$ cat src/rtl/game_pkg.sv
// Shared constants for the slot game: reel geometry, LFSR setup and the symbol
// codes used by the game FSM and the display driver.
package game_pkg;

  localparam int SYMBOL_W   = 4;
  localparam int REEL_COUNT = 4;
  localparam int STEP_W     = 3;

  localparam logic [7:0] LFSR_SEED = 8'hA5;
  localparam logic [7:0] LFSR_TAPS = 8'hB8;

  // Codes above the reel symbol range, reserved for messages on the display.
  localparam logic [SYMBOL_W-1:0] CODE_WIN   = 4'hC;
  localparam logic [SYMBOL_W-1:0] CODE_LOSE  = 4'hD;
  localparam logic [SYMBOL_W-1:0] CODE_DASH  = 4'hE;
  localparam logic [SYMBOL_W-1:0] CODE_BLANK = 4'hF;

  // Modulo add on a reel: the sum is one bit wider so letter+step never overflows.
  function automatic logic [SYMBOL_W-1:0] wrap_add(input logic [SYMBOL_W-1:0] letter,
                                                   input logic [STEP_W-1:0]   step,
                                                   input int                  symbols);
    logic [SYMBOL_W:0] sum;
    logic [SYMBOL_W:0] limit;
    limit = symbols[SYMBOL_W:0];
    sum   = {1'b0, letter} + {2'b00, step};
    if (sum >= limit) sum = sum - limit;
    return sum[SYMBOL_W-1:0];
  endfunction

endpackage

$ cat src/rtl/reel_counter.sv
// One reel: a 0..IDX sub-counter sets the stepping rate, the letter register
// wraps modulo SYMBOLS.
import game_pkg::*;

module reel_counter #(
  parameter int IDX     = 0,
  parameter int SYMBOLS = 10
) (
  input  logic                clk,
  input  logic                reset,
  input  logic                tick,
  input  logic                run,
  input  logic [STEP_W-1:0]   step,
  output logic [SYMBOL_W-1:0] letter
);

  localparam logic [1:0]          LAST  = 2'(IDX);
  localparam logic [SYMBOL_W-1:0] START = SYMBOL_W'(IDX);

  logic [1:0] sub;
  logic       advance;

  assign advance = tick & run & (sub == LAST);

  // NOTE: non-blocking assignments keep sub and letter both reading pre-edge values.
  always_ff @(posedge clk or posedge reset) begin
    if (reset) begin
      sub    <= '0;
      letter <= START;
    end else if (tick) begin
      // A held reel restarts a full period when it resumes.
      if (run) sub <= (sub == LAST) ? 2'd0 : sub + 2'd1;
      else     sub <= 2'd0;
      if (advance) letter <= wrap_add(letter, step, SYMBOLS);
    end
  end

endmodule

$ cat src/rtl/reel_spinner.sv
// Four-reel spinner: free-running tick prescaler feeding staggered reel counters.
// Define REEL_LFSR_EN to replace the unit step with a pseudo-random 1..4 step.
import game_pkg::*;

module reel_spinner #(
  parameter int TICK_DIV = 2_500_000,
  parameter int SYMBOLS  = 10
) (
  input  logic                clk,
  input  logic                reset,
  input  logic [3:0]          run,
  output logic [SYMBOL_W-1:0] letter0,
  output logic [SYMBOL_W-1:0] letter1,
  output logic [SYMBOL_W-1:0] letter2,
  output logic [SYMBOL_W-1:0] letter3,
  output logic                all_stopped
);

  localparam int               CNT_W    = $clog2(TICK_DIV);
  localparam logic [CNT_W-1:0] CNT_LAST = CNT_W'(TICK_DIV - 1);

  logic [CNT_W-1:0]    cnt;
  logic                tick;
  logic [STEP_W-1:0]   step;
  logic [SYMBOL_W-1:0] letters [REEL_COUNT];

  assign tick = (cnt == CNT_LAST);

  always_ff @(posedge clk or posedge reset) begin
    if (reset)     cnt <= '0;
    else if (tick) cnt <= '0;
    else           cnt <= cnt + 1'b1;
  end

`ifdef REEL_LFSR_EN
  logic [7:0] lfsr;

  always_ff @(posedge clk or posedge reset) begin
    if (reset) lfsr <= LFSR_SEED;
    else       lfsr <= {lfsr[6:0], ^(lfsr & LFSR_TAPS)};
  end

  assign step = 3'd1 + {1'b0, lfsr[1:0]};
`else
  assign step = 3'd1;
`endif

  for (genvar i = 0; i < REEL_COUNT; i++) begin : g_reel
    reel_counter #(
      .IDX     (i),
      .SYMBOLS (SYMBOLS)
    ) u_reel (
      .clk    (clk),
      .reset  (reset),
      .tick   (tick),
      .run    (run[i]),
      .step   (step),
      .letter (letters[i])
    );
  end

  assign letter0 = letters[0];
  assign letter1 = letters[1];
  assign letter2 = letters[2];
  assign letter3 = letters[3];

  always_ff @(posedge clk or posedge reset) begin
    if (reset) all_stopped <= 1'b0;
    else       all_stopped <= (run == 4'h0);
  end

endmodule

$ cat config.mk
export PLATFORM = sky130hd
export DESIGN_NAME = reel_spinner
export DESIGN_NICKNAME = d
export VERILOG_FILES = /design/src/rtl/game_pkg.sv /design/src/rtl/reel_counter.sv /design/src/rtl/reel_spinner.sv
export SDC_FILE = /design/constraint.sdc
export NUM_CORES = 1
export LEC_CHECK = 0
export BUFFER_PORTS_ARGS = -buffer_cell sky130_fd_sc_hd__buf_2
export CORE_MARGIN = 2
export CORE_UTILIZATION = 25
export DETAILED_ROUTE_END_ITERATION = 10
export PLACE_DENSITY = 0.49
export REMOVE_ABC_BUFFERS = 1
export SYNTH_ARGS = -nofsm -noshare
export SYNTH_HDL_FRONTEND = slang
export SYNTH_SLANG_ARGS = --single-unit
$ cat constraint.sdc
create_clock -name clk -period 3.28 [get_ports clk]
set_input_delay 0.164 -clock clk [delete_from_list [all_inputs] [get_ports clk]]
set_output_delay 0.164 -clock clk [all_outputs]
set_load 0.005 [all_outputs]
==> parameters.txt, run 1 <==
Parameter                              Value

CTS
  Clock slew at reported path FFs ... 0.09 ns
  Clk Latency, worst-skew pair ... 0.30 ns
  Post_cts resized ... 0
  Root buffer selected by CTS ... sky130_fd_sc_hd__clkbuf_8
  CTS Hold Bufs ... 0
  Clock tree from TritonCTS ... built
  Maximum clock insertion buffer count ... 2
  H-tree levels ... 2
  Sink Count ... 47
  Number of CTS-inserted buffers ... 5
  Buffers inserted by post-CTS timing repair ... 0

Synthesis
  Post-Synthesis Mean Instance Area ... 9.82 um2
  Async set-reset flop share out of synthesis ... 1.00
  Count of unique library cells instantiated by Yosys ... 50
  Seq/Total Area, Yosys ... 0.424
  Share of the synthesized area in compound gates (AO/OA/AOI/OAI) ... 0.0929
  Combinational family with the most area after synthesis ... simple AND/OR/NAND/NOR gates
  Top cells by area in the synthesized netlist ... sky130_fd_sc_hd__dfrtp_1, sky130_fd_sc_hd__ha_1, sky130_fd_sc_hd__xnor2_1
  Post-synth EDFFs ... 0
  Synth top area share ... 0.386
  Post-Synth Simple-Gate Area ... 0.246
  XOR/XNOR share of the synthesized area ... 0.104
  Dominant cell by count in the synthesized netlist ... sky130_fd_sc_hd__dfrtp_1
  Ranking of synthesized cells by instance count ... sky130_fd_sc_hd__dfrtp_1, sky130_fd_sc_hd__nand2_1, sky130_fd_sc_hd__nor2_1
  Leading area contributor after synthesis ... sky130_fd_sc_hd__dfrtp_1
  Summed instance area of the synthesized netlist ... 0.00279 mm2
  Flops & latches, synth ... 47
  Warnings from Yosys ... 0
  Post-synthesis share of cell area spent on full adders, half adders and majority gates ... 0.0718
  Share of cell area taken by muxes after synthesis ... 0.0283
  Syn Inst Count ... 284
  Leading register cell type out of synthesis ... sky130_fd_sc_hd__dfrtp_1

Placement
  HPWL reported at the end of detailed placement ... 3.97 mm
  Setup WS pre-CTS ... 0.730 ns
  GPL Wtd Cong ... 0.751
  Port Buf Inserts ... 22
  Number of cells in the design after placement ... 442

Die
  Row Count ... 38
  Placeable core area ... 0.0108 mm2
  Die Span X ... 110 um
  Height of the die ... 110 um
  Count of boundary I/O pins ... 23
  Full die area ... 0.0120 mm2
  Starting utilization of the core area ... 0.257

Critical path
  Ordered cell list for the critical path ... or4b_1 > or4_4 > nor2_1 > buf_4 > nand2_1 > o31ai_1
  Cell with the largest stage delay on the worst path ... sky130_fd_sc_hd__or4_4
  Longest individual stage delay on the worst path ... 0.54 ns
  Nature of the critical path endpoint ... flop
  Arrival time of data at the critical path endpoint ... 2.75 ns
  Required time of the critical path ... 3.48 ns
  Number of buffer and inverter instances along the worst setup path ... 1
  Highest net fanout along the worst path ... 11
  Nature of the critical path startpoint ... flop
  Top Family by Delay on Critical Path ... simple AND/OR/NAND/NOR gates
  Crit Path Class ... reg -> reg

Route
  Via total after detailed routing ... 2132
  Post-detailed-route wirelength per cell ... 12.0 um
  DRC violations left ... 0
  Number of nets still failing antenna checks after routing ... 0
  WL final ... 5.42 mm
  Violation count after the first detailed-route iteration ... 204
  Routed vias/inst ... 4.74
  Drt pass-1 iters ... 4

STA
  Minimum clock period ... 2.55 ns
  Worst-Margin Slew ... 0.970 ns
  Total setup violations reported at the end of the flow ... 0
  Highest attainable clock frequency ... 0.392 GHz
  Unrepaired setup endpoints after global routing ... false
  Max transition margin ... 0.353
  Post-route clock skew ... 0.0108 ns
  Total Negative Setup Slacks ... 0 ns
  Fin. max-slew vios ... 0
  Minimum setup slack in the final design ... 0.730 ns
  Final worst-path cycle share ... 0.778
  Count of endpoints failing hold in the final timing report ... 0

Power and ir drop
  Leakage Power ... 0.00138 uW
  Power consumption ... 932 uW
  PwrDens ... 297 mW/mm2
  Peak supply drop ... 0.142 mV

Outcome
  Run status ... finished clean

GRT
  Via count of the first global-routing pass ... 2074
  Overflow after GRT ... 0
  Largest net degree at the start of global routing ... 48
  Global-route usage over all layers ... 0.0990
  Number of antenna violations at the first check in global routing ... 0
  Wire length of the first global-routing pass ... 9.45 mm

Final layout
  Number of nets in the layout ... 331
  Flip-flop and latch area ... 0.00118 mm2
  Diodes inserted ... 0
  Utilization after layout ... 0.289
  Number of inserted filler cells in the final layout ... 1111
  Area of the multi-input gates ... 0.00151 mm2
  Non-filler instance count after layout ... 450
  Area growth syn-to-layout ... 12.5%
  Fraction of layout instances using a drive strength above 1 ... 0.161

Worst hold path
  Worst min-delay path class ... in -> reg

Run
  Count of maximum capacitance violations ... 0
-- sequential cells by signal, indices dropped and copies added, names as in the netlist --
| register | cells |
|---|---|
| cnt | 22 |
| g_reel.u_reel.letter | 16 |
| g_reel.u_reel.sub | 8 |
| all_stopped | 1 |
-- through the flow --
step	instance area, um2	hold slack (ns)
after floorplan	2760	0.230
after global placement	3060	0.358
after detailed placement	3060	0.368
after CTS	3140	0.0497
after global routing	3140	0.0573
final	3140	0.0593
-- routing by layer --
layer	GRT usage	wire length, um	up-vias
met5	0	0	-
met4	0.0298	67	0
met3	0.0267	191	4
met2	0.168	2570	30
met1	0.123	2590	1032
li1	-	-	1066
-- power breakdown --
part	switching, uW	internal, uW
logic	14.9	2.96
registers	0.0670	579
clock network	183	152
total	198	734
-- layout make-up --
| type | count | share of cell area |
|---|---|---|
| clock buffers | 8 | 0.0255 |
| inverters | 17 | 0.0203 |
| multi-input cells | 214 | 0.482 |
| well taps | 140 | 0.0558 |
| flip-flops and latches | 47 | 0.377 |
| repair buffers | 24 | 0.0399 |
-- kinds of logic after synthesis --
kind of cell / count (synthesis)
DFF: 47
buffers and inverters: 23
xor gates and xnor gates: 33
and+or+nand+nor: 121
adders and majority gates: 16
muxes: 7
AOI/OAI and AO/OA: 37
-- placed cells by master, fill, tap and decap left out, types with 2 or more instances in the layout --
master                      n
sky130_fd_sc_hd__buf_2     22
sky130_fd_sc_hd__o211ai_1   2
sky130_fd_sc_hd__nand2b_1   3
sky130_fd_sc_hd__nor3_1     4
sky130_fd_sc_hd__clkbuf_1   3
sky130_fd_sc_hd__nand2_1   25
sky130_fd_sc_hd__o221ai_1   2
sky130_fd_sc_hd__xor2_1    14
sky130_fd_sc_hd__nor4_4     2
sky130_fd_sc_hd__or3_1      2
sky130_fd_sc_hd__mux2i_1    3
sky130_fd_sc_hd__mux2_2     3
sky130_fd_sc_hd__nor4bb_1   4
sky130_fd_sc_hd__buf_4      2
sky130_fd_sc_hd__nand3_1   18
sky130_fd_sc_hd__nor3b_1    2
sky130_fd_sc_hd__a21oi_1    3
sky130_fd_sc_hd__and2_1     3
sky130_fd_sc_hd__xnor2_1   19
sky130_fd_sc_hd__and3_1     6
sky130_fd_sc_hd__o21ai_0    9
sky130_fd_sc_hd__clkbuf_8   5
sky130_fd_sc_hd__nor4_1     4
sky130_fd_sc_hd__o31ai_1    3
sky130_fd_sc_hd__o22ai_1    2
sky130_fd_sc_hd__dfrtp_1   43
sky130_fd_sc_hd__dfstp_2    4
sky130_fd_sc_hd__or3b_2     3
sky130_fd_sc_hd__ha_1      16
sky130_fd_sc_hd__a32oi_1    2
sky130_fd_sc_hd__a31oi_1    4
sky130_fd_sc_hd__nor2_1    24
sky130_fd_sc_hd__inv_1     16
sky130_fd_sc_hd__nand4_1   13
sky130_fd_sc_hd__a21bo_2    3
-- path summary, 6_finish.rpt --
kind | endpoint | cells past startpoint | slack, ns | startpoint
worst max-delay path | g_reel[2].u_reel.sub[0]$_DFFE_PP0N_ | 6 | 0.73 | cnt[11]$_DFF_PP0_
worst min-delay path | all_stopped$_DFF_PP0_ | 2 | 0.06 | run[1]
worst max register to register | g_reel[2].u_reel.sub[0]$_DFFE_PP0N_ | 6 | 0.73 | cnt[11]$_DFF_PP0_
worst min register to register | g_reel[3].u_reel.sub[1]$_DFFE_PP0N_ | 2 | 0.48 | g_reel[3].u_reel.sub[1]$_DFFE_PP0N_
max in group asynchronous | cnt[11]$_DFF_PP0_ | 2 | 2.58 | reset
min in group asynchronous | g_reel[1].u_reel.letter[1]$_DFFE_PP0P_ | 2 | 0.09 | reset
No activity file was read; power rests on OpenSTA's default activity.
==> run 2, diff against run 1 <==
--- a/config.mk
+++ b/config.mk
@@ -5,6 +5,7 @@
 export SDC_FILE = /design/constraint.sdc
 export NUM_CORES = 1
 export LEC_CHECK = 0
+export ABC_AREA = 1
 export BUFFER_PORTS_ARGS = -buffer_cell sky130_fd_sc_hd__buf_2
 export CORE_MARGIN = 2
 export CORE_UTILIZATION = 25
==> constraint.sdc (replaced) <==
create_clock -name clk -period 2.7 [get_ports clk]
set_input_delay 0.135 -clock clk [delete_from_list [all_inputs] [get_ports clk]]
set_output_delay 0.135 -clock clk [all_outputs]
set_load 0.005 [all_outputs]
==> parameters.txt, run 2 <==
Parameter                              Value

Final layout
  Utilization after layout ... 0.298 (was 0.289)
  Top library cells by usage in the layout, fill and taps aside ... sky130_fd_sc_hd__nand2_1, sky130_fd_sc_hd__inv_1, sky130_fd_sc_hd__nor2_1 (was sky130_fd_sc_hd__dfrtp_1, sky130_fd_sc_hd__nand2_1, sky130_fd_sc_hd__nor2_1)
  Diodes inserted ... 0 (unchanged)
  Max reg flops ... 22 (unchanged)
  Non-filler instance count after layout ... 647 (was 450)
  Fraction of layout instances using a drive strength above 1 ... 0.117 (was 0.161)
  Commonest non-fill, non-tap cell in the layout ... sky130_fd_sc_hd__nand2_1 (was sky130_fd_sc_hd__dfrtp_1)
  Post-route cell area ... 0.00362 mm2 (was 0.00314 mm2)
  Largest registers in the final layout ... cnt (22), g_reel.u_reel.letter (16), g_reel.u_reel.sub (8) (unchanged)
  Number of nets in the layout ... 500 (was 331)
  Area growth syn-to-layout ... 15.1% (was 12.5%)
  Register ranked first by flip-flop count ... cnt (unchanged)

Synthesis
  Flops & latches, synth ... 47 (unchanged)
  Ranking of synthesized cells by instance count ... sky130_fd_sc_hd__nand2_1, sky130_fd_sc_hd__inv_1, sky130_fd_sc_hd__nor2_1 (was sky130_fd_sc_hd__dfrtp_1, sky130_fd_sc_hd__nand2_1, sky130_fd_sc_hd__nor2_1)
  Count of unique library cells instantiated by Yosys ... 27 (was 50)
  Top cells by area in the synthesized netlist ... sky130_fd_sc_hd__dfrtp_1, sky130_fd_sc_hd__nand2_1, sky130_fd_sc_hd__inv_1 (was sky130_fd_sc_hd__dfrtp_1, sky130_fd_sc_hd__ha_1, sky130_fd_sc_hd__xnor2_1)
  Leading area contributor after synthesis ... sky130_fd_sc_hd__dfrtp_1 (unchanged)
  Summed instance area of the synthesized netlist ... 0.00315 mm2 (was 0.00279 mm2)
  Seq/Total Area, Yosys ... 0.375 (was 0.424)
  Syn Inst Count ... 451 (was 284)
  Post-synth EDFFs ... 0 (unchanged)
  Leading register cell type out of synthesis ... sky130_fd_sc_hd__dfrtp_1 (unchanged)
  Synth top area share ... 0.342 (was 0.386)
  Dominant cell by count in the synthesized netlist ... sky130_fd_sc_hd__nand2_1 (was sky130_fd_sc_hd__dfrtp_1)
  Post-Synthesis Mean Instance Area ... 6.98 um2 (was 9.82 um2)
  Warnings from Yosys ... 0 (unchanged)
  Async set-reset flop share out of synthesis ... 1.00 (unchanged)

Die
  Row Count ... 40 (was 38)
  Count of boundary I/O pins ... 23 (unchanged)
  Height of the die ... 116 um (was 110 um)
  Placeable core area ... 0.0122 mm2 (was 0.0108 mm2)
  Starting utilization of the core area ... 0.259 (was 0.257)
  Die Span X ... 116 um (was 110 um)
  Full die area ... 0.0135 mm2 (was 0.0120 mm2)

Critical path
  Ordered cell list for the critical path ... ha_1 > nand2_2 > nor2_4 > nand4_1 > nor2_2 > nand2_1 > xnor2_1 (was or4b_1 > or4_4 > nor2_1 > buf_4 > nand2_1 > o31ai_1)
  Nature of the critical path endpoint ... flop (unchanged)
  Highest net fanout along the worst path ... 12 (was 11)
  Longest individual stage delay on the worst path ... 0.43 ns (was 0.54 ns)
  Cell with the largest stage delay on the worst path ... sky130_fd_sc_hd__dfrtp_1 (was sky130_fd_sc_hd__or4_4)
  Critical register-to-register path startpoint ... cnt[0]$_DFF_PP0_ (was cnt[11]$_DFF_PP0_)
  FF-to-FF path depth ... 7 (was 6)
  Terminus of the critical flop-to-flop path ... g_reel[0].u_reel.letter[0]$_DFFE_PP0P_ (was g_reel[2].u_reel.sub[0]$_DFFE_PP0N_)
  Required time of the critical path ... 2.87 ns (was 3.48 ns)
  Crit Path Class ... reg -> reg (unchanged)
  Arrival time of data at the critical path endpoint ... 2.09 ns (was 2.75 ns)
  Worst reg-to-reg setup slack ... 0.78 ns (was 0.73 ns)
  Nature of the critical path startpoint ... flop (unchanged)

Run
  Count of maximum capacitance violations ... 0 (unchanged)

Placement
  HPWL reported at the end of detailed placement ... 5.44 mm (was 3.97 mm)
  Port Buf Inserts ... 22 (unchanged)
  Setup WS pre-CTS ... 0.771 ns (was 0.730 ns)
  Post-Place Cell Area ... 0.00345 mm2 (was 0.00306 mm2)
  GPL Wtd Cong ... 0.844 (was 0.751)
  Number of cells in the design after placement ... 639 (was 442)

Route
  DRC violations left ... 0 (unchanged)
  Drt pass-1 iters ... 4 (unchanged)
  Post-detailed-route wirelength per cell ... 10.9 um (was 12.0 um)
  Violation count after the first detailed-route iteration ... 185 (was 204)
  Routed vias/inst ... 4.32 (was 4.74)
  Via total after detailed routing ... 2797 (was 2132)
  Number of nets still failing antenna checks after routing ... 0 (unchanged)
  WL final ... 7.04 mm (was 5.42 mm)

Power and ir drop
  Internal Pwr Total ... 1150 uW (was 734 uW)
  Combinational cell fraction of total power ... 0.016 (was 0.019)
  Leakage Power ... 0.00186 uW (was 0.00138 uW)
  Fraction of power spent switching nets ... 0.209 (was 0.212)
  Psw ... 303 uW (was 198 uW)
  Share of total power in sequential cells ... 0.485 (was 0.622)
  PwrDens ... 401 mW/mm2 (was 297 mW/mm2)
  Peak supply drop ... 0.182 mV (was 0.142 mV)
  Clock power frac ... 0.499 (was 0.359)

STA
  Total Negative Setup Slacks ... 0 ns (unchanged)
  Final worst-path cycle share ... 0.710 (was 0.778)
  Post-route clock skew ... 0.00815 ns (was 0.0108 ns)
  Highest attainable clock frequency ... 0.521 GHz (was 0.392 GHz)
  Total setup violations reported at the end of the flow ... 0 (unchanged)
  Worst-Margin Slew ... 0.971 ns (was 0.970 ns)
  Fin. max-slew vios ... 0 (unchanged)
  Max transition margin ... 0.351 (was 0.353)
  Minimum setup slack in the final design ... 0.782 ns (was 0.730 ns)
  Minimum clock period ... 1.92 ns (was 2.55 ns)
  Count of endpoints failing hold in the final timing report ... 0 (unchanged)
  Unrepaired setup endpoints after global routing ... false (unchanged)

CTS
  Post_cts resized ... 0 (unchanged)
  Sink Count ... 47 (unchanged)
  Number of CTS-inserted buffers ... 5 (unchanged)
  Maximum clock insertion buffer count ... 2 (unchanged)
  Clock slew at reported path FFs ... 0.07 ns (was 0.09 ns)
  H-tree levels ... 2 (unchanged)
  Buffers inserted by post-CTS timing repair ... 0 (unchanged)
  Clock tree from TritonCTS ... built (unchanged)
  Clk Latency, worst-skew pair ... 0.29 ns (was 0.30 ns)
  Root buffer selected by CTS ... sky130_fd_sc_hd__clkbuf_16 (was sky130_fd_sc_hd__clkbuf_8)
  CTS Hold Bufs ... 0 (unchanged)

GRT
  Via count of the first global-routing pass ... 2807 (was 2074)
  Largest net degree at the start of global routing ... 48 (unchanged)
  Wire length of the first global-routing pass ... 12.7 mm (was 9.45 mm)
  Global-route usage over all layers ... 0.115 (was 0.0990)
  Number of antenna violations at the first check in global routing ... 0 (unchanged)
  Overflow after GRT ... 0 (unchanged)

Outcome
  Run status ... finished clean (unchanged)

Worst hold path
  Worst min-delay path class ... in -> async (was in -> reg)
[run 2: cell count changes after synthesis, moves of 5 or more]
cell and change:
sky130_fd_sc_hd__and3_1 -6, sky130_fd_sc_hd__nor3_1 +5, sky130_fd_sc_hd__nor2_2 +8, sky130_fd_sc_hd__inv_1 +61, sky130_fd_sc_hd__nand3_1 +15, sky130_fd_sc_hd__nand3_2 +5
sky130_fd_sc_hd__nand2_1 +121, sky130_fd_sc_hd__xnor2_1 -17, sky130_fd_sc_hd__nor2_1 +21, sky130_fd_sc_hd__o21ai_1 +5
[run 2: power groups by stage]
stage               combinational, uW  sequential, uW  clock (uW)
floorplan                        11.5             718           0
CTS                              25.6             704         744
detailed placement               25.4             718           0
global route                     28.5             704         776
finish                           23.7             704         725
global placement                 25.4             718           0
[run 2: worst max-delay path by stage]
| stage | startpoint | endpoint |
|---|---|---|
| 6_report | cnt[0]$_DFF_PP0_ | g_reel[0].u_reel.letter[0]$_DFFE_PP0P_ |
| 5_1_grt | cnt[0]$_DFF_PP0_ | g_reel[0].u_reel.letter[0]$_DFFE_PP0P_ |
| 4_1_cts | cnt[0]$_DFF_PP0_ | g_reel[0].u_reel.letter[0]$_DFFE_PP0P_ |
| 3_5_place_dp | cnt[0]$_DFF_PP0_ | g_reel[0].u_reel.letter[0]$_DFFE_PP0P_ |
| 3_3_place_gp | cnt[0]$_DFF_PP0_ | g_reel[0].u_reel.letter[0]$_DFFE_PP0P_ |
| 2_1_floorplan | g_reel[3].u_reel.letter[0]$_DFFE_PP1P_ | g_reel[3].u_reel.letter[2]$_DFFE_PP0P_ |
[run 2: metrics by stage]
step	total power, uW	hold WS (ns)
after detailed placement	743	0.386
after floorplan	729	0.201
final	1450	0.0708
after global routing	1510	0.0982
after global placement	743	0.380
after CTS	1470	0.0798
[run 2: logic make-up after synthesis]
logic type,share of synthesized area
buffers and inverters,0.102
DFF,0.375
adders and majority gates,0.0636
AOI/OAI and AO/OA,0.0310
xor gates and xnor gates,0.0362
and+or+nand+nor,0.392
[run 2: metal layers]
layer	up-vias	wire length (um)	global-route usage
li1	1454	-	-
met1	1303	3380	0.154
met2	34	3340	0.196
met3	6	272	0.0213
met4	0	46	0.0190
met5	-	0	0
[run 2: layout make-up]
| cell class | count | area [um2] |
|---|---|---|
| multi-input cells | 321 | 1640 |
| fillers | 1317 | 8540 |
| well taps | 168 | 210 |
| clock buffers | 5 | 125 |
| repair buffers | 22 | 110 |
| inverters | 81 | 305 |
| clock inverters | 3 | 47.5 |
| flip-flops and latches | 47 | 1180 |
[run 2: worst max-delay path, delay by kind of cell, from the launching register on]
family                     cells  cell delay (ns)
DFF                            1             0.43
xor gates and xnor gates       1             0.16
adders and majority gates      1             0.27
and+or+nand+nor                5             0.96
==> run 3, diff against run 2 <==
--- a/config.mk
+++ b/config.mk
@@ -10,7 +10,7 @@
 export CORE_MARGIN = 2
 export CORE_UTILIZATION = 25
 export DETAILED_ROUTE_END_ITERATION = 10
-export PLACE_DENSITY = 0.49
+export PLACE_DENSITY = 0.5
 export REMOVE_ABC_BUFFERS = 1
 export SYNTH_ARGS = -nofsm -noshare
 export SYNTH_HDL_FRONTEND = slang
==> constraint.sdc (replaced) <==
create_clock -name clk -period 1.55 [get_ports clk]
set_input_delay 0.0775 -clock clk [delete_from_list [all_inputs] [get_ports clk]]
set_output_delay 0.0775 -clock clk [all_outputs]
set_load 0.005 [all_outputs]
==> parameters.txt, run 3 (synthesis gave the netlist of run 2 again) <==
Parameter                              Value

Die
  Full die area ... 0.0135 mm2 (unchanged)
  Height of the die ... 116 um (unchanged)
  Placeable core area ... 0.0122 mm2 (unchanged)
  Starting utilization of the core area ... 0.259 (unchanged)
  Die Span X ... 116 um (unchanged)
  Row Count ... 40 (unchanged)
  Count of boundary I/O pins ... 23 (unchanged)

CTS
  Sink Count ... 47 (unchanged)
  Clock slew at reported path FFs ... 0.07 ns (about the same)
  Maximum clock insertion buffer count ... 2 (unchanged)
  Clk Latency, worst-skew pair ... 0.29 ns (about the same)
  Clock tree from TritonCTS ... built (unchanged)
  Root buffer selected by CTS ... sky130_fd_sc_hd__clkbuf_16 (unchanged)
  H-tree levels ... 2 (unchanged)
  Number of CTS-inserted buffers ... 5 (unchanged)

Outcome
  Violated checks ... negative setup slack
  Run status ... finished with violations (was finished clean)

Route
  Number of nets still failing antenna checks after routing ... 0 (unchanged)
  DRC violations left ... 0 (unchanged)
  Wire length on met1 ... 3.82 mm (was 3.38 mm)
  Met2 wire length ... 4.19 mm (was 3.34 mm)
  Post-detailed-route wirelength per cell ... 11.7 um (was 10.9 um)
  Violation count after the first detailed-route iteration ... 151 (was 185)
  WL final ... 8.26 mm (was 7.04 mm)
  Via total after detailed routing ... 3051 (was 2797)
  Top Layer Used ... met4 (unchanged)
  Met3 wirelength from detailed routing ... 179 um (was 272 um)
  Routed vias/inst ... 4.32 (about the same)
  Drt pass-1 iters ... 4 (unchanged)

STA
  Highest attainable clock frequency ... 0.624 GHz (was 0.521 GHz)
  Minimum setup slack in the final design ... -0.0524 ns (was 0.782 ns)
  Final worst-path cycle share ... 1.03 (was 0.710)
  Count of endpoints failing hold in the final timing report ... 0 (unchanged)
  Minimum clock period ... 1.60 ns (was 1.92 ns)
  Max transition margin ... 0.760 (was 0.351)
  Post-route clock skew ... 0.00996 ns (was 0.00815 ns)
  Total setup violations reported at the end of the flow ... 4 (was 0)
  Worst-Margin Slew ... 0.360 ns (was 0.971 ns)
  Fin. max-slew vios ... 0 (unchanged)
  Unrepaired setup endpoints after global routing ... true (was false)

Critical path
  Crit Path Class ... reg -> reg (unchanged)
  Nature of the critical path startpoint ... flop (unchanged)
  Arrival time of data at the critical path endpoint ... 1.79 ns (was 2.09 ns)
  Highest net fanout along the worst path ... 3 (was 12)
  Nature of the critical path endpoint ... flop (unchanged)
  Required time of the critical path ... 1.73 ns (was 2.87 ns)

Power and ir drop
  PwrDens ... 541 mW/mm2 (was 401 mW/mm2)
  Leakage Power ... 0.00222 uW (was 0.00186 uW)
  Peak supply drop ... 0.402 mV (was 0.182 mV)

Final layout
  Number of nets in the layout ... 559 (was 500)
  Commonest non-fill, non-tap cell in the layout ... sky130_fd_sc_hd__nand2_1 (unchanged)
  Area growth syn-to-layout ... 41.8% (was 15.1%)
  Post-route cell area ... 0.00446 mm2 (was 0.00362 mm2)
  Fraction of layout instances using a drive strength above 1 ... 0.346 (was 0.117)
  Max reg flops ... 22 (unchanged)
  Top library cells by usage in the layout, fill and taps aside ... sky130_fd_sc_hd__nand2_1, sky130_fd_sc_hd__inv_1, sky130_fd_sc_hd__buf_4 (was sky130_fd_sc_hd__nand2_1, sky130_fd_sc_hd__inv_1, sky130_fd_sc_hd__nor2_1)
  Diodes inserted ... 0 (unchanged)
  Register ranked first by flip-flop count ... cnt (unchanged)
  Largest registers in the final layout ... cnt (22), g_reel.u_reel.letter (16), g_reel.u_reel.sub (8) (unchanged)
  Utilization after layout ... 0.367 (was 0.298)

GRT
  Global-route usage over all layers ... 0.128 (was 0.115)
  Overflow after GRT ... 0 (unchanged)
  Largest net degree at the start of global routing ... 23 (was 48)
  Number of antenna violations at the first check in global routing ... 0 (unchanged)
  Via count of the first global-routing pass ... 3149 (was 2807)
  Wire length of the first global-routing pass ... 14.1 mm (was 12.7 mm)

Placement
  Post-Place Cell Area ... 0.00377 mm2 (was 0.00345 mm2)
  Port Buf Inserts ... 22 (unchanged)
  GPL Wtd Cong ... 0.860 (was 0.844)
  HPWL reported at the end of detailed placement ... 5.82 mm (was 5.44 mm)

Worst hold path
  Worst min-delay path class ... in -> reg (was in -> async)

Run
  Count of maximum capacitance violations ... 0 (unchanged)
-- run 3: changes by cell type in the layout (fill, tap and decap cells not counted), sizes merged --
| cell | previous run | this run |
|---|---|---|
| nor2 | 56 | 57 |
| buf | 22 | 79 |
| clkinvlp | 0 | 1 |
| clkbuf | 5 | 6 |
| bufinv | 1 | 0 |
| inv | 81 | 80 |
| dlygate4sd3 | 0 | 1 |
-- run 3: final cells by class --
class | count | area (um2)
inverter | 81 | 309
clock buffer | 6 | 139
multi-input combinational | 322 | 2020
sequential | 47 | 1190
tap | 168 | 210
timing repair buffer | 80 | 584
fill | 1273 | 7700
clock inverter | 2 | 16.3
-- run 3: path summary, 6_finish.rpt --
check                                                        from                                      to  slack, ns  depth (start not counted)
max                        g_reel[3].u_reel.letter[1]$_DFFE_PP1P_  g_reel[3].u_reel.letter[2]$_DFFE_PP0P_      -0.05                         11
min                                                        run[3]                   all_stopped$_DFF_PP0_       0.04                          2
max reg2reg                g_reel[3].u_reel.letter[1]$_DFFE_PP1P_  g_reel[3].u_reel.letter[2]$_DFFE_PP0P_      -0.05                         11
min reg2reg                   g_reel[1].u_reel.sub[1]$_DFFE_PP0N_     g_reel[1].u_reel.sub[1]$_DFFE_PP0N_       0.50                          2
max in group asynchronous                                   reset  g_reel[1].u_reel.letter[0]$_DFFE_PP1P_       0.67                          4
min in group asynchronous                                   reset     g_reel[2].u_reel.sub[1]$_DFFE_PP0N_       0.31                          3
-- run 3: where the power goes --
part           switching [uW]  internal [uW]
combinational            39.4           14.6
sequential              0.132           1230
clock                     487            645
-- run 3: what timing repair did --
action / in CTS / in global routing
pin swaps: 20 / 27
buffers inserted: 14 / 4
setup endpoints to repair: 22 / 32
cloned: 1 / 0
hold buffers: 1 / 0
resized for setup: 50 / 49
hold endpoints to repair: 11 / 0
-- run 3: critical path, stage by stage, from the launching register on --
cell                      delay [ns]
sky130_fd_sc_hd__dfstp_2        0.58
sky130_fd_sc_hd__ha_4           0.16
sky130_fd_sc_hd__inv_2          0.03
sky130_fd_sc_hd__nand2_2        0.06
sky130_fd_sc_hd__nand2_2        0.07
sky130_fd_sc_hd__buf_4          0.13
sky130_fd_sc_hd__buf_4          0.13
sky130_fd_sc_hd__buf_4          0.12
sky130_fd_sc_hd__nand2_1        0.08
sky130_fd_sc_hd__nand2_2        0.05
sky130_fd_sc_hd__nand2_1        0.05
sky130_fd_sc_hd__nand2_1        0.04
-- run 3: routing by layer --
layer	global-route usage	vias up
met3	0.0234	6
met1	0.157	1426
met5	0	-
met4	0.0365	0
li1	-	1583
met2	0.230	36
-- run 3: through the flow --
stage	std cells	hold WS, ns	TNS (ns)	total power, uW	setup WS [ns]
3_3_place_gp	678	0.0637	-0.612	1300	-0.104
5_1_grt	706	0.0477	-1.20	2510	-0.165
2_1_floorplan	449	0.143	-0.484	1270	-0.0953
6_report	706	0.0393	-0.161	2410	-0.0524
3_5_place_dp	678	0.0718	-1.37	1300	-0.167
4_1_cts	702	0.0232	-0.0104	2450	-0.00599
